--- src/rtl/pipe_ctrl_if.sv ---
// Bundle between the hazard unit / fetch side and the pipeline sequencing block.
// master drives fetch data and stall; slave (pipe_ctrl) returns stage state.
interface pipe_ctrl_if;
  logic [31:0] Instr_F;
  logic [31:0] PC_F;
  logic        Stall;

  logic        En_PC;
  logic        En_D;
  logic [31:0] Instr_D;
  logic [31:0] Instr_E;
  logic [31:0] Instr_M;
  logic [31:0] Instr_W;
  logic [31:0] PC_D;
  logic [31:0] PC_E;
  logic [31:0] PC_M;
  logic [31:0] PC_W;
  logic        Valid_E;
  logic        Valid_M;
  logic        Valid_W;
  logic        Retire_W;
  logic        Stall_err;
  logic [31:0] Cyc_cnt;
  logic [31:0] Ret_cnt;
  logic [31:0] Stl_cnt;

  modport master (
    output Instr_F, PC_F, Stall,
    input  En_PC, En_D,
    input  Instr_D, Instr_E, Instr_M, Instr_W,
    input  PC_D, PC_E, PC_M, PC_W,
    input  Valid_E, Valid_M, Valid_W, Retire_W, Stall_err,
    input  Cyc_cnt, Ret_cnt, Stl_cnt
  );

  modport slave (
    input  Instr_F, PC_F, Stall,
    output En_PC, En_D,
    output Instr_D, Instr_E, Instr_M, Instr_W,
    output PC_D, PC_E, PC_M, PC_W,
    output Valid_E, Valid_M, Valid_W, Retire_W, Stall_err,
    output Cyc_cnt, Ret_cnt, Stl_cnt
  );
endinterface

--- src/rtl/pipe_ctrl.sv ---
// Pipeline sequencing: carries instruction/PC through D/E/M/W, freezes F/D and bubbles E on Stall.
// Optional performance counters built only when PIPE_PERF_CNT_EN is defined.
module pipe_ctrl #(
  parameter logic [31:0] RESET_PC  = 32'h0000_3000,
  parameter int unsigned MAX_STALL = 2
) (
  input  logic          clk,
  input  logic          reset,
  pipe_ctrl_if.slave    bus
);

  localparam int unsigned      RunW    = $clog2(MAX_STALL + 2);
  localparam logic [RunW-1:0] RunTrip = RunW'(MAX_STALL);
  localparam logic [RunW-1:0] RunSat  = RunW'(MAX_STALL + 1);

  logic            w_stall;
  logic            w_retire;
  logic [RunW-1:0] w_run_d;

  logic [31:0]     r_instr_d, r_instr_e, r_instr_m, r_instr_w;
  logic [31:0]     r_pc_d, r_pc_e, r_pc_m, r_pc_w;
  logic            r_valid_e, r_valid_m, r_valid_w;
  logic            r_stall_err;
  logic [RunW-1:0] r_run;

  assign w_stall  = bus.Stall;
  assign w_retire = r_valid_w & (r_instr_w != 32'h0);

  always_ff @(posedge clk or posedge reset) begin
    if (reset) begin
      r_instr_d <= 32'h0;
      r_instr_e <= 32'h0;
      r_instr_m <= 32'h0;
      r_instr_w <= 32'h0;
      r_pc_d    <= RESET_PC;
      r_pc_e    <= RESET_PC;
      r_pc_m    <= RESET_PC;
      r_pc_w    <= RESET_PC;
      r_valid_e <= 1'b0;
      r_valid_m <= 1'b0;
      r_valid_w <= 1'b0;
    end else begin
      r_instr_m <= r_instr_e;
      r_instr_w <= r_instr_m;
      r_pc_m    <= r_pc_e;
      r_pc_w    <= r_pc_m;
      r_valid_m <= r_valid_e;
      r_valid_w <= r_valid_m;
      if (!w_stall) begin
        r_instr_d <= bus.Instr_F;
        r_pc_d    <= bus.PC_F;
        r_instr_e <= r_instr_d;
        r_pc_e    <= r_pc_d;
        r_valid_e <= 1'b1;
      end else begin
        // Bubble keeps the PC of the instruction it is waiting on.
        r_instr_e <= 32'h0;
        r_pc_e    <= r_pc_d;
        r_valid_e <= 1'b0;
      end
    end
  end

  always_comb begin
    w_run_d = '0;
    if (w_stall) begin
      w_run_d = (r_run == RunSat) ? RunSat : r_run + RunW'(1);
    end
  end

  always_ff @(posedge clk or posedge reset) begin
    if (reset) begin
      r_run       <= '0;
      r_stall_err <= 1'b0;
    end else begin
      r_run <= w_run_d;
      // Flag only; the pipeline keeps obeying Stall.
      if (w_stall && (r_run == RunTrip)) begin
        r_stall_err <= 1'b1;
      end
    end
  end

  assign bus.En_PC     = ~w_stall;
  assign bus.En_D      = ~w_stall;
  assign bus.Instr_D   = r_instr_d;
  assign bus.Instr_E   = r_instr_e;
  assign bus.Instr_M   = r_instr_m;
  assign bus.Instr_W   = r_instr_w;
  assign bus.PC_D      = r_pc_d;
  assign bus.PC_E      = r_pc_e;
  assign bus.PC_M      = r_pc_m;
  assign bus.PC_W      = r_pc_w;
  assign bus.Valid_E   = r_valid_e;
  assign bus.Valid_M   = r_valid_m;
  assign bus.Valid_W   = r_valid_w;
  assign bus.Retire_W  = w_retire;
  assign bus.Stall_err = r_stall_err;

`ifdef PIPE_PERF_CNT_EN
  logic [31:0] r_cyc_cnt, r_ret_cnt, r_stl_cnt;

  always_ff @(posedge clk or posedge reset) begin
    if (reset) begin
      r_cyc_cnt <= 32'h0;
      r_ret_cnt <= 32'h0;
      r_stl_cnt <= 32'h0;
    end else begin
      r_cyc_cnt <= r_cyc_cnt + 32'd1;
      if (w_retire) r_ret_cnt <= r_ret_cnt + 32'd1;
      if (w_stall)  r_stl_cnt <= r_stl_cnt + 32'd1;
    end
  end

  assign bus.Cyc_cnt = r_cyc_cnt;
  assign bus.Ret_cnt = r_ret_cnt;
  assign bus.Stl_cnt = r_stl_cnt;
`else
  assign bus.Cyc_cnt = 32'h0;
  assign bus.Ret_cnt = 32'h0;
  assign bus.Stl_cnt = 32'h0;
`endif

endmodule

--- src/flat_wrapper.sv ---
// flat-port wrapper written by rule: the top's interface ports become plain ports
module pipe_ctrl_flat 
#(
  parameter logic [31:0] RESET_PC  = 32'h0000_3000,
  parameter int unsigned MAX_STALL = 2
)
  (clk, reset, bus_Instr_F, bus_PC_F, bus_Stall, bus_En_PC, bus_En_D, bus_Instr_D, bus_Instr_E, bus_Instr_M, bus_Instr_W, bus_PC_D, bus_PC_E, bus_PC_M, bus_PC_W, bus_Valid_E, bus_Valid_M, bus_Valid_W, bus_Retire_W, bus_Stall_err, bus_Cyc_cnt, bus_Ret_cnt, bus_Stl_cnt);
  pipe_ctrl_if bus_i ();
  input  logic clk;
  input  logic reset;
  input wire logic [$bits(bus_i.Instr_F)-1:0] bus_Instr_F;
  input wire logic [$bits(bus_i.PC_F)-1:0] bus_PC_F;
  input wire logic [$bits(bus_i.Stall)-1:0] bus_Stall;
  output wire logic [$bits(bus_i.En_PC)-1:0] bus_En_PC;
  output wire logic [$bits(bus_i.En_D)-1:0] bus_En_D;
  output wire logic [$bits(bus_i.Instr_D)-1:0] bus_Instr_D;
  output wire logic [$bits(bus_i.Instr_E)-1:0] bus_Instr_E;
  output wire logic [$bits(bus_i.Instr_M)-1:0] bus_Instr_M;
  output wire logic [$bits(bus_i.Instr_W)-1:0] bus_Instr_W;
  output wire logic [$bits(bus_i.PC_D)-1:0] bus_PC_D;
  output wire logic [$bits(bus_i.PC_E)-1:0] bus_PC_E;
  output wire logic [$bits(bus_i.PC_M)-1:0] bus_PC_M;
  output wire logic [$bits(bus_i.PC_W)-1:0] bus_PC_W;
  output wire logic [$bits(bus_i.Valid_E)-1:0] bus_Valid_E;
  output wire logic [$bits(bus_i.Valid_M)-1:0] bus_Valid_M;
  output wire logic [$bits(bus_i.Valid_W)-1:0] bus_Valid_W;
  output wire logic [$bits(bus_i.Retire_W)-1:0] bus_Retire_W;
  output wire logic [$bits(bus_i.Stall_err)-1:0] bus_Stall_err;
  output wire logic [$bits(bus_i.Cyc_cnt)-1:0] bus_Cyc_cnt;
  output wire logic [$bits(bus_i.Ret_cnt)-1:0] bus_Ret_cnt;
  output wire logic [$bits(bus_i.Stl_cnt)-1:0] bus_Stl_cnt;
  assign bus_i.Instr_F = bus_Instr_F;
  assign bus_i.PC_F = bus_PC_F;
  assign bus_i.Stall = bus_Stall;
  assign bus_En_PC = bus_i.En_PC;
  assign bus_En_D = bus_i.En_D;
  assign bus_Instr_D = bus_i.Instr_D;
  assign bus_Instr_E = bus_i.Instr_E;
  assign bus_Instr_M = bus_i.Instr_M;
  assign bus_Instr_W = bus_i.Instr_W;
  assign bus_PC_D = bus_i.PC_D;
  assign bus_PC_E = bus_i.PC_E;
  assign bus_PC_M = bus_i.PC_M;
  assign bus_PC_W = bus_i.PC_W;
  assign bus_Valid_E = bus_i.Valid_E;
  assign bus_Valid_M = bus_i.Valid_M;
  assign bus_Valid_W = bus_i.Valid_W;
  assign bus_Retire_W = bus_i.Retire_W;
  assign bus_Stall_err = bus_i.Stall_err;
  assign bus_Cyc_cnt = bus_i.Cyc_cnt;
  assign bus_Ret_cnt = bus_i.Ret_cnt;
  assign bus_Stl_cnt = bus_i.Stl_cnt;
  pipe_ctrl #(.RESET_PC(RESET_PC), .MAX_STALL(MAX_STALL)) u_core (.clk(clk), .reset(reset), .bus(bus_i));
endmodule
--- config.mk ---
export PLATFORM = sky130hd
export DESIGN_NAME = pipe_ctrl_flat
export DESIGN_NICKNAME = d
export VERILOG_FILES = /design/src/rtl/pipe_ctrl_if.sv /design/src/rtl/pipe_ctrl.sv /design/src/flat_wrapper.sv
export SDC_FILE = /design/constraint.sdc
export NUM_CORES = 1
export LEC_CHECK = 0
export BUFFER_PORTS_ARGS = -buffer_cell sky130_fd_sc_hd__buf_2
export CORE_AREA = 4 4 165 167
export CTS_BUF_LIST = sky130_fd_sc_hd__clkbuf_2 sky130_fd_sc_hd__clkbuf_4 sky130_fd_sc_hd__clkbuf_8
export DETAILED_ROUTE_END_ITERATION = 6
export DIE_AREA = 0 0 169 171
export MAX_ROUTING_LAYER = met4
export PLACE_DENSITY_LB_ADDON = 0.25
export SYNTH_ARGS = -nofsm -noshare
export SYNTH_HDL_FRONTEND = slang
export SYNTH_SLANG_ARGS = --single-unit
export TNS_END_PERCENT = 20
--- constraint.sdc ---
create_clock -name clk -period 10.85 [get_ports clk]
set_clock_uncertainty 0.05 [all_clocks]
set_input_delay 0.5425 -clock clk [delete_from_list [all_inputs] [get_ports clk]]
set_output_delay 0.5425 -clock clk [all_outputs]
set_load 0.01 [all_outputs]
==> flow_summary.ini, run 1 <==
[setup_path]
r2r_slack_ps = 10000
critPathCaptureType = output pin
rr_worst_depth = 1
critPathCapture = bus_Retire_W
r2r_end = u_core.bus.PC_D[19]
critPathArrivalTime_ps = 2200
critPathKind = register to output pin
crit_start = u_core.bus.Instr_W[27]
crit_path_top_delay_cell = nor4_1
critical_path_required_ps = 10260
crit_path_start_kind = register
crit_chain = nor4_1 > nand4_1 > o21a_1 > buf_2
critPathMaxFanout = 2
crit_path_max_incr_delay_ps = 630
rr_startpoint = u_core.bus.PC_D[19]

[power_and_ir_drop]
p_sw_frac = 0.250
leakagePower_nw = 5.85
power.density_nw_per_um2 = 210
ir_worst_vdd_mv = 0.101
power.switching_mw = 0.584
combinationalPowerShare = 0.104
intPower_mw = 1.75
seq_power_share = 0.477
pwr-share-clk = 0.419
finalPower_mw = 2.34

[timing]
finalHoldViolCount = 0
grt_setup_unrepaired = false
fin_setup_tns_ps = 0
slew_violations = 0
finalSetupViolCount = 0
period_needed_ps = 2800
worst_pin_slew_ps = 1010
max_slew_margin = 0.330
fmax_ghz = 0.358
fin_crit_sh = 0.258

[synth]
yosysSeqAreaShare = 0.773
synth-edff-count = 0
synthCells = 486
yosysTopAreaCell = dfrtp_1
synth_top_family_by_area = buffers and inverters
synth_area_um2 = 8490
synthAdderAreaFrac = 0
synthDistinctLibCells = 19
synthXorXnorAreaFrac = 0
synth_compound_area_frac = 0.00295
async_reset_ff_frac = 1.00
synthFlopType = dfrtp_1
ys_ff_latch = 262
synthSimpleGateAreaFrac = 0.0318
synth.top_cell.area_share = 0.748
synth_most_common_cell = dfrtp_1
synth_common_cells = dfrtp_1 (254), buf_4 (97), mux2_2 (49)
yosys_warnings = 0
avgSynthCellArea_um2 = 17.5
synth_mux_area_frac = 0.0910
ys_top_cells_by_area = dfrtp_1 (75%), buf_4 (8.6%), mux2_2 (6.5%)

[place]
place_congestion = 0.812
hpwl_um = 15300
portBuffers = 329

[floorplanning]
dieArea_um2 = 28900
placement_rows = 59
die_x_um = 169
core_um2 = 25800
pin_count = 426
die_h_um = 171
start_util = 0.330

[grt]
grtUsageTotal = 0.140
grt_max_degree = 121
grt_first_pass_wirelength_um = 30000
antenna_found_initial = 3
top_usage_layer = met2
met3_usage = 0.0578
grt_pass1_vias = 5092
met1_usage = 0.157
gr-usage-met2 = 0.225
grt_overflow = 0

[finish]
multi_input_area_um2 = 1430
nets = 920
num-fill-cells = 2440
drive_gt1_frac = 0.551
seqCellArea_um2 = 6570
syn_to_final_growth_pct = 31.4

[route]
vias_per_cell = 3.95
drt-total-wl_um = 20600
drt-pass1-iter-count = 4
wl_per_cell_um = 16.8
ant_nets = 0
route.detailed.drc = 0
drtIter0Drc = 123
via_count = 4844

[clocking]
cts.sinks = 262
numCtsBuffers = 46
clock_path_buffers = 3
insertion_delay_ps = 540
cts.repair.resized = 0
ctsHoldBuffers = 0
cts-htree-levels = 2
cts_tree = built
cts-root-buf = clkbuf_8
post-cts-setup-buffers = 0
path_clk_slew_ps = 60

[min_path]
hp-class = input port to async pin

[status]
status = finished clean

[job]
drv_cap = 0
==> power groups by stage <==
stage / logic (mW) / clock network, mW / registers, mW
2_1_floorplan: 0.101 / 0 / 1.17
6_report: 0.243 / 0.979 / 1.12
3_5_place_dp: 0.249 / 0 / 1.14
3_3_place_gp: 0.250 / 0 / 1.13
4_1_cts: 0.250 / 1.02 / 1.12
5_1_grt: 0.265 / 1.07 / 1.13
==> sequential cells by signal, indices dropped and copies added (netlist names) <==
| register | cells |
|---|---|
| u_core.bus.PC_D | 32 |
| u_core.bus.Stall_err | 1 |
| u_core.bus.Instr_W | 32 |
| u_core.bus.PC_M | 32 |
| u_core.bus.Instr_E | 32 |
| u_core.r_run | 2 |
| u_core.bus.PC_E | 32 |
| u_core.bus.Valid_W | 1 |
| u_core.bus.Instr_D | 32 |
| u_core.bus.PC_W | 32 |
| u_core.bus.Valid_M | 1 |
| u_core.bus.Valid_E | 1 |
| u_core.bus.Instr_M | 32 |
==> cells in the final DEF, fill, tap and decap left out, types with 3 or more instances in the layout <==
master,count
nor2b_1,32
clkbuf_8,58
diode_2,3
conb_1,96
clkinv_2,5
mux2_4,14
buf_2,328
mux2_2,49
dfrtp_1,254
clkbuf_4,16
nor4_1,8
buf_4,4
dfstp_2,8
==> metal layers <==
metal | routed length [um] | up-vias
met3 | 2290 | 48
met4 | 650 | 0
li1 | - | 2146
met1 | 7640 | 2365
met5 | 0 | -
met2 | 10000 | 285
==> logic make-up (layout without fill, tap and decap cells) <==
group / after synthesis / in the layout
buf+inv: 112 / 420
compound gates: 3 / 3
simple gates: 44 / 44
mux: 64 / 64
flops: 262 / 262
other cells: 1 / 99
==> worst max-delay path, delay by kind of cell, from the launching register on <==
family / cells / cell delay [ps]
simple gates: 2 / 880
compound gates: 1 / 240
buf+inv: 1 / 140
flops: 1 / 400
==> through the flow <==
stage          hold WS (ps)  utilization  setup WS (ps)  instance area, um^2  cells
2_1_floorplan           327            -           3060                 8850    581
3_3_place_gp            302        0.392           8410                10100   1140
3_5_place_dp            305        0.392           8410                10100   1140
4_1_cts                 123        0.433           7910                11200   1224
5_1_grt                 124        0.433           7850                11200   1227
6_report                113        0.433           8050                11200   1227
==> how the worst min path moves through the flow <==
stage / start / endpoint / slack, ps / cells after the start
floorplan: u_core.bus.PC_E[12] / u_core.bus.PC_M[12] / 330 / 0
global placement: u_core.bus.PC_M[19] / u_core.bus.PC_W[19] / 300 / 0
detailed placement: u_core.bus.PC_E[19] / u_core.bus.PC_M[19] / 300 / 0
CTS: bus_Instr_F[3] / u_core.bus.Instr_D[3] / 120 / 2
global route: bus_PC_F[19] / u_core.bus.PC_D[19] / 120 / 2
finish: reset / u_core.bus.PC_W[7] / 110 / 2
==> final cells by class <==
type	instances	area share
diodes	3	0.000673
clock inverters	10	0.0112
repair buffers	332	0.150
clock buffers	74	0.0823
inverters	4	0.00224
flip-flops and latches	262	0.588
well taps	335	0.0376
multi-input cells	207	0.128
Power figures use the tool's default switching activity.
==> inputs of run 2 (changes only) <==
==> constraint.sdc (replaced) <==
create_clock -name clk -period 2.66 [get_ports clk]
set_clock_uncertainty 0.05 [all_clocks]
set_input_delay 0.133 -clock clk [delete_from_list [all_inputs] [get_ports clk]]
set_output_delay 0.133 -clock clk [all_outputs]
set_load 0.01 [all_outputs]
==> flow_summary.ini, run 2 (synthesis gave the netlist of run 1 again) <==
[finish]
nets = 991
layout_commonest_cell = buf_2
drive_gt1_frac = 0.509
stdcell_count = 1283
n_antenna_cell = 0
multi_input_area_um2 = 1430
syn_to_final_growth_pct = 38.4
fin_util = 0.456
seqCellArea_um2 = 6570
layout_common_cells = buf_2 (328), dfrtp_1 (254), conb_1 (96), dlygate4sd3_1 (66), clkbuf_8 (54)
num-fill-cells = 2346

[power_and_ir_drop]
seq_power_share = 0.494
pwr-share-clk = 0.388
power.switching_mw = 2.31
intPower_mw = 6.90
finalPower_mw = 9.21
leakagePower_nw = 6.09
combinationalPowerShare = 0.119
ir_worst_vdd_mv = 0.428
power.density_nw_per_um2 = 784
p_sw_frac = 0.251

[timing]
finalHoldViolCount = 0
max_slew_margin = 0.416
grt_setup_unrepaired = false
whs_ps = 291
finalSetupViolCount = 0
fmax_ghz = 0.454
slew_violations = 0
period_needed_ps = 2200
fin_crit_sh = 0.828
worst_pin_slew_ps = 875
setup_ws_ps = 457

[place]
hpwl_um = 15500
place_ws_ps = 942
place_inst = 1146
portBuffers = 329
place_congestion = 0.794

[floorplanning]
start_util = 0.330
die_h_um = 171
pin_count = 426
placement_rows = 59
dieArea_um2 = 28900
core_um2 = 25800
die_x_um = 169

[route]
route.detailed.drc = 0
wl_per_cell_um = 16.3
drt-pass1-iter-count = 4
ant_nets = 0
vias_per_cell = 3.94
drtIter0Drc = 125
drt-total-wl_um = 20900
via_count = 5053

[clocking]
cts_tree = built
cts.sinks = 262
clock_path_buffers = 3
cts.repair.resized = 0
path_clk_slew_ps = 60
post-cts-setup-buffers = 0
cts-htree-levels = 2
cts-root-buf = clkbuf_8
numCtsBuffers = 45
insertion_delay_ps = 540

[grt]
grt_pass1_vias = 5408
grt_first_pass_wirelength_um = 31100
grt_max_degree = 65
antenna_found_initial = 0
grt_overflow = 0
grtUsageTotal = 0.144

[min_path]
hp-class = input port to async pin

[job]
drv_cap = 0

[setup_path]
critPathCaptureType = output pin
crit_path_start_kind = register
critPathArrivalTime_ps = 2020
crit_start = u_core.bus.Instr_W[25]
critical_path_required_ps = 2480
critPathMaxFanout = 2
critPathKind = register to output pin
rr_startpoint = u_core.bus.Instr_D[18]

[status]
status = finished clean
==> run 2: changes by cell type in the layout (fill, tap and decap cells not counted), moves of 2 or more <==
| cell | previous run | this run |
|---|---|---|
| dlygate4sd3_1 | 0 | 66 |
| clkinv_8 | 2 | 0 |
| clkbuf_8 | 58 | 54 |
| diode_2 | 3 | 0 |
| buf_4 | 4 | 6 |
| clkinv_2 | 5 | 3 |
| buf_12 | 0 | 4 |
| clkbuf_4 | 16 | 10 |
==> run 2: path summary, 6_finish.rpt <==
path / slack, ps / cells after the start / end
setup / recovery: 460 / 4 / bus_Retire_W
hold / removal: 290 / 3 / u_core.bus.PC_E[10]
setup reg to reg: 1770 / 1 / u_core.bus.Instr_D[18]
hold reg to reg: 310 / 0 / u_core.bus.Instr_M[20]
max in group asynchronous: 1460 / 4 / u_core.bus.PC_W[12]
min in group clk: 300 / 3 / u_core.bus.PC_D[31]
==> run 2: power groups by stage <==
stage               Sequential (mW)  Combinational, mW  Clock [mW]
floorplan                      4.78              0.413           0
global placement               4.61               1.04           0
detailed placement             4.63               1.04           0
CTS                            4.56               1.12        3.73
global route                   4.60               1.19        3.93
finish                         4.55               1.09        3.57
==> run 2: final cells by class <==
| cell class | instances | share of cell area |
|---|---|---|
| well taps | 335 | 0.0357 |
| clock buffers | 64 | 0.0696 |
| clock inverters | 7 | 0.00639 |
| multi-input cells | 207 | 0.122 |
| inverters | 4 | 0.00181 |
| repair buffers | 404 | 0.206 |
| flip-flops and latches | 262 | 0.559 |
==> run 2: per-layer routing <==
metal / track usage / share of wire
met3: 0.0603 / 0.12
met4: 0.0490 / 0.023
met2: 0.235 / 0.50
met1: 0.160 / 0.36
met5: - / 0
==> run 2: repair_timing <==
action                                  in CTS  in global routing
hold endpoints to repair                   100                  0
endpoints found under the setup margin       0                  0
hold buffers                                66                  0
==> run 2: per-stage QoR <==
stage                     cell area [um^2]  TNS, ps
final                                11800        0
after global routing                 11800        0
after CTS                            11800        0
after detailed placement             10200        0
after global placement               10200        0
after floorplan                       8850  -247370
==> run 2: critical path, stage by stage (launching register included) <==
cell	delay [ps]
dfrtp_1	370
nor4_1	520
nand4_1	220
o21a_1	230
buf_2	140
==> inputs of run 3 (changes only) <==
==> constraint.sdc (replaced) <==
create_clock -name clk -period 2 [get_ports clk]
set_clock_uncertainty 0.05 [all_clocks]
set_input_delay 0.1 -clock clk [delete_from_list [all_inputs] [get_ports clk]]
set_output_delay 0.1 -clock clk [all_outputs]
set_load 0.01 [all_outputs]
==> flow_summary.ini, run 3 (synthesis gave the netlist of run 1 again) <==
[status]
status = finished clean

[power_and_ir_drop]
ir_worst_vdd_mv = 0.656
leakagePower_nw = 6.19
power.density_nw_per_um2 = 1040

[timing]
finalSetupViolCount = 0
whs_ps = 85.6
fin_crit_sh = 0.987
period_needed_ps = 1970
finalHoldViolCount = 0
fin_setup_tns_ps = 0
grt_setup_unrepaired = true
fmax_ghz = 0.507
worst_pin_slew_ps = 502
max_slew_margin = 0.665
slew_violations = 0

[route]
vias_per_cell = 3.93
drt-pass1-iter-count = 4
ant_nets = 0
drtIter0Drc = 213
drt-total-wl_um = 21500
route.detailed.drc = 0
via_count = 5111
wl_per_cell_um = 16.5

[grt]
grt_overflow = 0
grt_pass1_vias = 5536
grt_max_degree = 77
grt_first_pass_wirelength_um = 31500
antenna_found_initial = 0
grtUsageTotal = 0.147

[setup_path]
critPathCaptureType = output pin
critPathTopFamily = simple AND/OR/NAND/NOR gates
critPathKind = register to output pin
crit_chain = nor4_1 > buf_4 > nand4_1 > o21a_1 > buf_2
crit_path_top_delay_cell = dfrtp_1
crit_path_max_incr_delay_ps = 370
critical_path_required_ps = 1850
crit_path_start_kind = register
critPathMaxFanout = 2
critPathArrivalTime_ps = 1820
path_buf_inv = 2

[finish]
n_antenna_cell = 0
layout_common_cells = buf_2 (328), dfrtp_1 (254), conb_1 (96), dlygate4sd3_1 (77), clkbuf_8 (56)
layout_commonest_cell = buf_2
stdcell_area_um2 = 12000
stdcell_count = 1302
syn_to_final_growth_pct = 41.1
nets = 1004
drive_gt1_frac = 0.511

[floorplanning]
die_h_um = 171
core_um2 = 25800
dieArea_um2 = 28900
start_util = 0.330
placement_rows = 59
die_x_um = 169
pin_count = 426

[clocking]
clock_path_buffers = 3
path_clk_slew_ps = 60
cts_tree = built
numCtsBuffers = 44
insertion_delay_ps = 560
cts.sinks = 262
cts-root-buf = clkbuf_8
cts-htree-levels = 2
post-cts-setup-buffers = 0

[place]
hpwl_um = 15700
place_inst = 1149
place_congestion = 0.783
portBuffers = 329
placed_cell_area_um2 = 10200

[job]
drv_cap = 0

[min_path]
hp-class = input port to async pin
run 3: cell count changes in the layout (fill, tap and decap cells not counted), sizes merged:
| cell | delta |
|---|---|
| dlygate4sd3 | +11 |
| clkbuf | +5 |
| buf | +3 |
| clkinv | +1 |
| clkinvlp | -1 |
run 3: metal layers:
metal | track usage | routed length (um) | part of all wire | vias to the layer above
met3 | 0.0594 | 2210 | 0.10 | 40
li1 | - | - | - | 2304
met5 | - | 0 | 0 | -
met1 | 0.165 | 7970 | 0.37 | 2487
met4 | 0.0469 | 546 | 0.025 | 0
met2 | 0.241 | 10800 | 0.50 | 280
run 3: timing repair:
item                       in CTS  in global routing
pin swaps                       3                  0
hold endpoints to repair      290                  0
hold buffers                   77                  0
setup endpoints to repair       1                  1
resized for setup               3                  0
run 3: worst register-to-register path: stages, from the launching register on:
cell	delay, ps
dfrtp_1	410
mux2_2	280
dlygate4sd3_1	550
run 3: worst paths after layout:
path                                   startpoint                endpoint  slack [ps]  cells after the start
max                        u_core.bus.Instr_W[25]            bus_Retire_W          30                      5
min in group clk                  bus_Instr_F[31]  u_core.bus.Instr_D[31]         250                      3
max in group asynchronous                   reset  u_core.bus.Instr_W[12]        1040                      4
min                                         reset     u_core.bus.PC_W[14]          90                      3
max reg2reg                u_core.bus.Instr_D[16]  u_core.bus.Instr_D[16]         590                      2
min reg2reg                u_core.bus.Instr_M[17]  u_core.bus.Instr_W[17]         310                      0
run 3: area by class of cell:
type / count / area (um^2)
Fill cell: 2318 / 13800
Timing Repair Buffer: 418 / 2580
Sequential cell: 262 / 6570
Multi-Input combinational cell: 207 / 1450
Tap cell: 335 / 419
Inverter: 4 / 21.3
Clock inverter: 7 / 75.1
Clock buffer: 69 / 868
run 3: stage by stage:
step / setup slack [ps] / total power, mW / utilization
after floorplan: -1600 / 6.90 / -
final: 25.9 / 12.5 / 0.465
after CTS: -97.4 / 12.7 / 0.465
after detailed placement: 449 / 7.55 / 0.398
after global placement: 493 / 7.53 / 0.398
after global routing: -156 / 13.2 / 0.465
run 3: where the power goes:
group | leakage [nW] | switching, mW | internal, mW | total [mW]
registers | 3.17 | 0.261 | 5.79 | 6.06
clock network | 0.504 | 2.06 | 2.89 | 4.95
logic | 2.52 | 0.830 | 0.681 | 1.51
